==> config.mk <==
export PLATFORM = sky130hd
export DESIGN_NAME = tail_light_decoder
export DESIGN_NICKNAME = d
export VERILOG_FILES = /design/src/rtl/tail_light_pkg.sv /design/src/rtl/tail_light_classify.sv /design/src/rtl/tail_light_decoder.sv
export SDC_FILE = /design/constraint.sdc
export NUM_CORES = 1
export LEC_CHECK = 0
export CORE_MARGIN = 5
export CORE_UTILIZATION = 57
export CTS_BUF_LIST = sky130_fd_sc_hd__clkbuf_4 sky130_fd_sc_hd__clkbuf_8
export CTS_CLUSTER_DIAMETER = 40
export DETAILED_ROUTE_END_ITERATION = 6
export HOLD_SLACK_MARGIN = 0.08
export PLACE_DENSITY = 0.87
export SLEW_MARGIN = 30
export SYNTH_ARGS = -nofsm -noshare
export SYNTH_HDL_FRONTEND = slang
export SYNTH_SLANG_ARGS = --single-unit
==> constraint.sdc <==
create_clock -name clk -period 4.3 [get_ports clk]
set_input_delay 0.43 -clock clk [delete_from_list [all_inputs] [get_ports clk]]
set_output_delay 0.43 -clock clk [all_outputs]
set_load 0.01 [all_outputs]
==> src/rtl/tail_light_pkg.sv <==
// ---------------------------------------------------------------------------
// tail_light_pkg
//
// Shared definitions for the tail-light bus decoder. The decoder and its
// bench import this package, so both use the same state encoding, mode
// encoding and legal light patterns.
//
// Contents:
//   state_t        - decoder states (one per legal pattern plus UNK)
//   MODE_*         - decoded mode encoding, same as the FSM's LR input
//   PAT_*          - the eight legal light patterns
//   state_mode()   - mode reported for a given state
//   state_step()   - sequence position reported for a given state
//
// Light bus bit mapping: [5:3] = {LC,LB,LA}, [2:0] = {RA,RB,RC}.
// Left lamps light from the centre outwards (LA first), and right lamps
// do the same (RA first).
// ---------------------------------------------------------------------------
package tail_light_pkg;

    typedef enum logic [3:0] {
        ST_IDLE = 4'd0,
        ST_L1   = 4'd1,
        ST_L2   = 4'd2,
        ST_L3   = 4'd3,
        ST_R1   = 4'd4,
        ST_R2   = 4'd5,
        ST_R3   = 4'd6,
        ST_HZ   = 4'd7,
        ST_UNK  = 4'd8
    } state_t;

    localparam logic [1:0] MODE_IDLE  = 2'b00;
    localparam logic [1:0] MODE_LEFT  = 2'b10;
    localparam logic [1:0] MODE_RIGHT = 2'b01;
    localparam logic [1:0] MODE_HAZ   = 2'b11;

    //                                      LC LB LA RA RB RC
    localparam logic [5:0] PAT_IDLE = 6'b000000;
    localparam logic [5:0] PAT_L1   = 6'b001000;
    localparam logic [5:0] PAT_L2   = 6'b011000;
    localparam logic [5:0] PAT_L3   = 6'b111000;
    localparam logic [5:0] PAT_R1   = 6'b000100;
    localparam logic [5:0] PAT_R2   = 6'b000110;
    localparam logic [5:0] PAT_R3   = 6'b000111;
    localparam logic [5:0] PAT_HZ   = 6'b111111;

    // UNK reports idle: the turn mode cannot be recovered from an
    // unclassified pattern.
    function automatic logic [1:0] state_mode(input state_t s);
        logic [1:0] m;
        case (s)
            ST_L1, ST_L2, ST_L3: m = MODE_LEFT;
            ST_R1, ST_R2, ST_R3: m = MODE_RIGHT;
            ST_HZ:               m = MODE_HAZ;
            default:             m = MODE_IDLE;
        endcase
        return m;
    endfunction

    function automatic logic [1:0] state_step(input state_t s);
        logic [1:0] p;
        case (s)
            ST_L1, ST_R1, ST_HZ: p = 2'd1;
            ST_L2, ST_R2:        p = 2'd2;
            ST_L3, ST_R3:        p = 2'd3;
            default:             p = 2'd0;
        endcase
        return p;
    endfunction

endpackage

==> src/rtl/tail_light_classify.sv <==
// ---------------------------------------------------------------------------
// tail_light_classify
//
// Pure combinational map from a light bus sample to the state whose
// pattern it matches. Anything that is not one of the eight legal
// patterns maps to ST_UNK.
//
// Ports:
//   light  in   6  light bus sample, [5:3] = {LC,LB,LA}, [2:0] = {RA,RB,RC}
//   cls    out     matching state (state_t)
// ---------------------------------------------------------------------------
module tail_light_classify
    import tail_light_pkg::*;
(
    input  logic [5:0] light,
    output state_t     cls
);

    always_comb begin
        cls = ST_UNK;
        case (light)
            PAT_IDLE: cls = ST_IDLE;
            PAT_L1:   cls = ST_L1;
            PAT_L2:   cls = ST_L2;
            PAT_L3:   cls = ST_L3;
            PAT_R1:   cls = ST_R1;
            PAT_R2:   cls = ST_R2;
            PAT_R3:   cls = ST_R3;
            PAT_HZ:   cls = ST_HZ;
            default:  cls = ST_UNK;
        endcase
    end

endmodule

==> src/rtl/tail_light_decoder.sv <==
// ---------------------------------------------------------------------------
// tail_light_decoder
//
// In-system monitor for the turn-signal FSM's tail-light bus. Every clock
// it samples the light bus, recovers the commanded turn mode, checks that
// the pattern sequence is legal and counts violations.
//
// Parameters:
//   CNT_W       width of the saturating violation counter
//
// Ports:
//   clk         in   1      system clock, rising edge
//   reset_n     in   1      asynchronous active-low reset
//   light       in   6      light bus, [5:3] = {LC,LB,LA}, [2:0] = {RA,RB,RC}
//   clr         in   1      synchronous clear of err_sticky / err_cnt
//   mode        out  2      00 idle, 10 left, 01 right, 11 hazard
//   step        out  2      position in the current sequence (0..3)
//   valid       out  1      last sample was a legal transition
//   done        out  1      one-cycle pulse when a sequence completes
//   err_sticky  out  1      set on any violation, held until clr/reset
//   err_cnt     out  CNT_W  saturating count of violations
//
// All outputs are registered; there is one cycle of latency from a light
// sample to the outputs that describe it.
// ---------------------------------------------------------------------------
module tail_light_decoder
    import tail_light_pkg::*;
#(
    parameter int CNT_W = 8
) (
    input  logic             clk,
    input  logic             reset_n,
    input  logic [5:0]       light,
    input  logic             clr,
    output logic [1:0]       mode,
    output logic [1:0]       step,
    output logic             valid,
    output logic             done,
    output logic             err_sticky,
    output logic [CNT_W-1:0] err_cnt
);

    localparam logic [CNT_W-1:0] CNT_MAX = '1;
    localparam logic [CNT_W-1:0] CNT_ONE = CNT_W'(1);

    state_t state;
    state_t cls;
    logic   legal;
    logic   violation;
    logic   seq_done;

    tail_light_classify u_classify (
        .light (light),
        .cls   (cls)
    );

    // Transition check. The next state is always the class of the sample:
    // a legal step lands there, a violation resyncs there, and an
    // unclassified pattern lands in UNK. Only the error bookkeeping
    // depends on where we came from. UNK never raises further errors, but
    // nothing leaving it counts as a legal transition either.
    always_comb begin
        legal = 1'b0;
        case (state)
            ST_IDLE: legal = (cls == ST_IDLE) || (cls == ST_L1) ||
                             (cls == ST_R1)   || (cls == ST_HZ);
            ST_L1:   legal = (cls == ST_L2);
            ST_L2:   legal = (cls == ST_L3);
            ST_R1:   legal = (cls == ST_R2);
            ST_R2:   legal = (cls == ST_R3);
            ST_L3, ST_R3, ST_HZ:
                     legal = (cls == ST_IDLE);
            default: legal = 1'b0;
        endcase
        violation = !legal && (state != ST_UNK);
        seq_done  = legal && ((state == ST_L3) || (state == ST_R3) ||
                              (state == ST_HZ));
    end

    // State and output registers. A violation in the same cycle as clr
    // wins, so the counter restarts at one rather than zero.
    always_ff @(posedge clk or negedge reset_n) begin
        if (!reset_n) begin
            state      <= ST_IDLE;
            mode       <= MODE_IDLE;
            step       <= 2'd0;
            valid      <= 1'b1;
            done       <= 1'b0;
            err_sticky <= 1'b0;
            err_cnt    <= '0;
        end else begin
            state <= cls;
            mode  <= state_mode(cls);
            step  <= state_step(cls);
            valid <= legal;
            done  <= seq_done;
            if (violation) begin
                err_sticky <= 1'b1;
                if (clr) begin
                    err_cnt <= CNT_ONE;
                end else if (err_cnt != CNT_MAX) begin
                    err_cnt <= err_cnt + CNT_ONE;
                end
            end else if (clr) begin
                err_sticky <= 1'b0;
                err_cnt    <= '0;
            end
        end
    end

endmodule

* Word-level counts from Yosys, hierarchy flattened
Index checks and enable logic that the tools add are counted.
** Storage, ports and cells
- Register bits after elaboration :: 19
- Logic and storage cells :: 61
- Input bits :: 9
- Output and inout bits :: 15
** Cells by class
- Multiplexer cells :: 10
- Reduce and logical (&&, ||, !) cells :: 20
- Add/sub/neg operators :: 1
- Equality and inequality tests :: 23
** Operator list (number)
- 4-bit by 3-bit == test with 1-bit output (second input constant) :: 8
- 8-bit two-way mux :: 4
- 4-bit one-hot mux with 8 select lines :: 1
- 6-bit by 3-bit == test with 1-bit output (second input constant) :: 3
- 4-bit by 2-bit == test with 1-bit output (second input constant) :: 4
- 6-bit == test (second input constant) :: 2
- 2-bit one-hot mux with 3 select lines :: 2
- 3-bit OR reduction :: 4
- 8-bit by 1-bit adder with 8-bit output (second input constant) :: 1
- 4-bit by 1-bit == test with 1-bit output (second input constant) :: 2
- 4-bit logical NOT :: 2
- 8-bit != test (second input constant) :: 1
- 6-bit by 4-bit == test with 1-bit output (second input constant) :: 1
- 6-bit by 5-bit == test with 1-bit output (second input constant) :: 1
- 6-bit logical NOT :: 1
- 1-bit one-hot mux with 6 select lines :: 1
- 1-bit logical OR :: 5
- 4-bit != test (second input constant) :: 1
- 2-bit nonzero test :: 2
- 2-bit OR reduction :: 2
- 1-bit logical AND :: 2
- 1-bit two-way mux :: 2
- 2-bit AND reduction :: 1
- 1-bit logical NOT :: 1

* Longest topological paths before layout
- Depth after elaboration :: 11
- Mapped depth :: 8
- Mapped depth without buffers :: 7

* Modules after synthesis
From an unflattened synthesis, not the netlist that was laid out.
** Unflattened totals
- Cell total of the unflattened synthesis :: 110
- Area, all modules :: 1046.0 µm²
** By module, submodules not included
- tail_light_decoder :: area each 910.9 µm², instances 1, sequential area each 476.7 µm², cells an instance 90
- tail_light_classify :: area each 135.1 µm², instances 1, sequential area each 0.0 µm², cells an instance 20

* Worst setup path before layout
No wires, ideal clock.
- Path type :: register to register
- Start :: reg err_cnt[0]
- End :: reg err_cnt[6]
- Library setup time :: 0.120 ns
- Data required time :: 4.180 ns
- Slack :: 2.280 ns
- Data arrival time :: 1.900 ns
- Clock period less this slack :: 2.020 ns
- Buffers on the path :: 0
- Stages on the path, launching flop included :: 6
- Cells stage by stage :: dfrtp_1 ha_1 nand3_1 or4b_2 or3_2 o211a_1
** Between the ends
- Cells in the longest elaborated chain, start to end :: 4
- Elaborated cells between the ends (all ways) :: 7
- Those cells by class :: add/sub: 1; eq/ne: 1; mux: 3; reduce/logical: 2
** RTL lines
- start, declared :: line tail_light_decoder.sv:40 : output logic [CNT_W-1:0] err_cnt
- start signal, assigned :: line tail_light_decoder.sv:102 : err_cnt <= err_cnt + CNT_ONE;
- 8-bit by 1-bit adder with 8-bit output :: line tail_light_decoder.sv:102
- 8-bit two-way mux :: line tail_light_decoder.sv:101 : end else if (err_cnt != CNT_MAX) begin
- 8-bit two-way mux :: line tail_light_decoder.sv:99 : if (clr) begin
- 8-bit two-way mux :: line tail_light_decoder.sv:97 : if (violation) begin
Parallel ways exist; a longest one is shown, timed or not. The select of a mux whose other input is x is not followed.
A chain may end at the register's enable or synchronous reset.

* Worst setup path in the final report
- Start :: in light[3]
- End :: reg err_cnt[4]
** Between the ends
- Cells in the longest elaborated chain, start to end :: 11
- Elaborated cells between the ends (all ways) :: 26
- Those cells by class :: eq/ne: 14; mux: 3; reduce/logical: 9
** RTL lines
- start, declared :: line tail_light_decoder.sv:33 : input logic [5:0] light,
- 6-bit == test (tied with other cells) :: line tail_light_classify.sv:21 : case (light)
- 4-bit one-hot mux with 8 select lines * :: line tail_light_classify.sv:21
- 4-bit by 1-bit == test with 1-bit output or 4-bit logical NOT (tied branches) :: line tail_light_decoder.sv:65, tail_light_decoder.sv:72
- 1-bit logical OR (2 in a row) :: line tail_light_decoder.sv:65 : ST_IDLE: legal = (cls == ST_IDLE) || (cls == ST_L1) ||
- 1-bit logical OR :: line tail_light_decoder.sv:66 : (cls == ST_R1) || (cls == ST_HZ);
- 1-bit one-hot mux with 6 select lines * :: line tail_light_decoder.sv:64 : case (state)
- 1-bit logical NOT * :: line tail_light_decoder.sv:75 : violation = !legal && (state != ST_UNK);
- 1-bit logical AND * :: line tail_light_decoder.sv:75
- 2-bit nonzero test (no line)
- 2-bit AND reduction (no line)
Mark *: on every way between the ends. The rest lies on a longest branch, timed or not.

==> impl_results.md <==
* Total global routing overflow at 0
* Most common cell in the netlist: dfrtp_1
* Diode count at 0
* Achievable frequency at 437 MHz
* Worst Setup SP: light[3]
* Min-delay src: err_sticky
* DR vias/cell at 6.15
* CTS buffer count at 3
* Root Driver: clkbuf_4
* Post-layout util at 71.1%
* Worst-Margin Slew at 825 ps
* Worst hold path type: flip-flop to flip-flop
* CP Max Fanout at 16
* Post-synth top area share at 35.7%
* Post-synth top cells: 17 x dfrtp_1, 13 x nand2_1, 8 x a21oi_1, 8 x nand3_1, 8 x nor2_1
* RSZ-0062 raised after global routing: no
* Synth top area cells: dfrtp_1 36%, buf_6 4.7%, nand2_1 4.1%, a21oi_1 3.4%, nand3_1 3.4%
* Routed wire length at 2620 um
* Initial antenna violation count at 0
* Clk buf depth at 2
* GP Congestion at 0.913
* CP Launch Type: input pin
* Vias at 1077
* Final Hold Fails at 0
* Pre-antenna DRT Iters at 4
* Seq/Total Area, Yosys at 37.9%
* Antenna Violating Nets Remaining at 0
* Hold EP: err_sticky
* Clock sink count at 18
* Post-CTS sizing at 0
* First-pass GRT wire length at 4490 um
* Slew Viols, Final at 0
* Pwr per Cell Area at 248 mW/mm^2
* Die X at 55.7 um
* Register-to-Register Path Depth at 5
* Synth Area in Simple Gates at 33.3%
* Critical path class: input pin to flip-flop
* Synth Area in XOR/XNOR at 1.47%
* Filler Cell Count at 150
* Final min period at 2290 ps
* Vias in the first global route at 1030
* # port buffers at 23
* CTS tree: yes
* Clock Latency Late Sink at 290 ps
* Mux cell area share after synthesis at 0%
* Slew headroom at 44.8%
* Routed WL per cell at 15.0 um
* Synthesized area per cell at 9.24 um^2
* Crit path DAT at 2470 ps
* Mapped Nets at 139
* Leakage power at 0.554 nW
* Peak supply drop at 0.152 mV
* Drt first-iter violations at 22
* Post-synth EDFFs at 0
* Seq cells post-synth at 18
* Clock transition at path regs at 100 ps
* FF-to-FF Start: err_cnt[1]
* H-tree levels at 1
* Synth Instances at 129
* Largest net degree at the start of global routing at 19
* Crit. End Element: flip-flop
* Initial Utilization at 60.2%
* Largest family of logic cells by synthesized area: simple AND/OR/NAND/NOR gates
* Maxcap violations at 0
* Core area at 0.00198 mm^2
* # rows at 16
* Compound-Gate Fraction of Synth Area at 17.7%
* Syn-to-layout area delta at 18.3%
* Post-synth cell types at 45
* Setup TNS at 0 ps
* Req. time, crit path at 4480 ps
* RR Endpoint: err_cnt[6]
* IO Pins at 24
* Dpl hpwl at 2010 um
* Overall Global Routing Usage at 17.5%
* Nets at 159
* Hold depth at 1
* Die height at 55.7 um
* Yosys warns at 0
* Adder-Cell Fraction of Synth Area at 1.05%
* Die area at 0.00311 mm^2
* Setup-failing EPs final at 0
* Dominant synthesized flop cell: dfrtp_1
* Mapped Area at 0.00119 mm^2
* Share of layout cells above drive strength 1 at 11.5%
* Status: finished clean
* Clk_skew at 7.77 ps
* Fin crit share at 53.2%
* CTS Hold Buffers Added at 0
* Cell accounting for the most synthesized area: dfrtp_1
* Async SR Flop Fraction at 100%
* DRC at 0
* Reg2reg setup slack at 2180 ps
* Post-CTS setup buffer count at 0
[how the worst max path moves through the flow]
stage | to | cells after the start
after floorplan | err_cnt[6] | 5
after global placement | err_cnt[4] | 7
final | err_cnt[4] | 7
after CTS | err_cnt[4] | 7
after detailed placement | err_cnt[4] | 7
after global routing | err_cnt[4] | 7
[power breakdown]
| part | internal, W | switching, W | leakage (nW) |
|---|---|---|---|
| Clock | 0.0000424 | 0.0000516 | 0.0184 |
| Combinational | 0.0000328 | 0.0000388 | 0.298 |
| Sequential | 0.000177 | 0.00000735 | 0.238 |
[layout by cell type (no fill, tap or decap), types with 2 or more instances in the layout]
cell type	netlist	final
dfrtp_1	17	17
nand3_2	2	2
and3_1	4	4
clkdlybuf4s50_1	0	23
nand3_1	8	8
nor3b_1	2	2
a21oi_1	8	8
or4_1	4	4
o41ai_1	2	2
o21ai_0	3	3
nand4b_1	2	2
nor2b_1	2	2
nand2_1	13	13
nor3_1	4	4
nor2_1	8	8
nand4_1	5	5
clkbuf_4	0	4
inv_1	7	7
o31ai_1	4	4
o211ai_1	2	2
[worst max-delay path: stages]
cell,delay (ps)
clkdlybuf4s50_1,540
or3_4,480
o22ai_2,120
nand3_2,110
a31oi_4,440
nor4_2,100
o221a_1,260
[sequential cells by signal, indices dropped and copies added, names as in the netlist]
name,count
mode,2
done,1
err_sticky,1
err_cnt,8
state,3
valid,1
step,2
[metal layers]
| layer | share of wire (%) | GRT usage [%] | wire length [um] |
|---|---|---|---|
| met5 | 0 | 0 | 0 |
| met4 | 2.4 | 10.1 | 63 |
| met3 | 3.6 | 2.09 | 94 |
| met2 | 54 | 31.9 | 1420 |
| met1 | 40 | 19.4 | 1040 |
[area by class of cell]
type,instances,area (um^2),share of cell area (%)
flip-flops and latches,18,452,32.0
clock buffers,4,30.0,2.13
multi-input cells,96,638,45.3
well taps,27,33.8,2.40
repair buffers,23,230,16.3
inverters,7,26.3,1.86
[per-stage QoR]
step | instances | cell area (um^2) | total power [W] | setup WS, ps | hold WS (ps)
after floorplan | 129 | 1190 | 0.000231 | 2280 | 134
after global placement | 171 | 1380 | 0.000257 | 1730 | 472
after detailed placement | 171 | 1380 | 0.000259 | 1720 | 505
after CTS | 175 | 1410 | 0.000353 | 2040 | 528
after global routing | 175 | 1410 | 0.000371 | 1900 | 555
final | 175 | 1410 | 0.000350 | 2010 | 524
[cells by family after synthesis]
logic type,count (synthesis)
AND/OR/NAND/NOR,66
AO/OA/AOI/OAI,27
flip-flops,18
buffers and inverters,15
XOR/XNOR,2
adder cells (fa/ha/maj),1
Power figures use the tool's default switching activity.
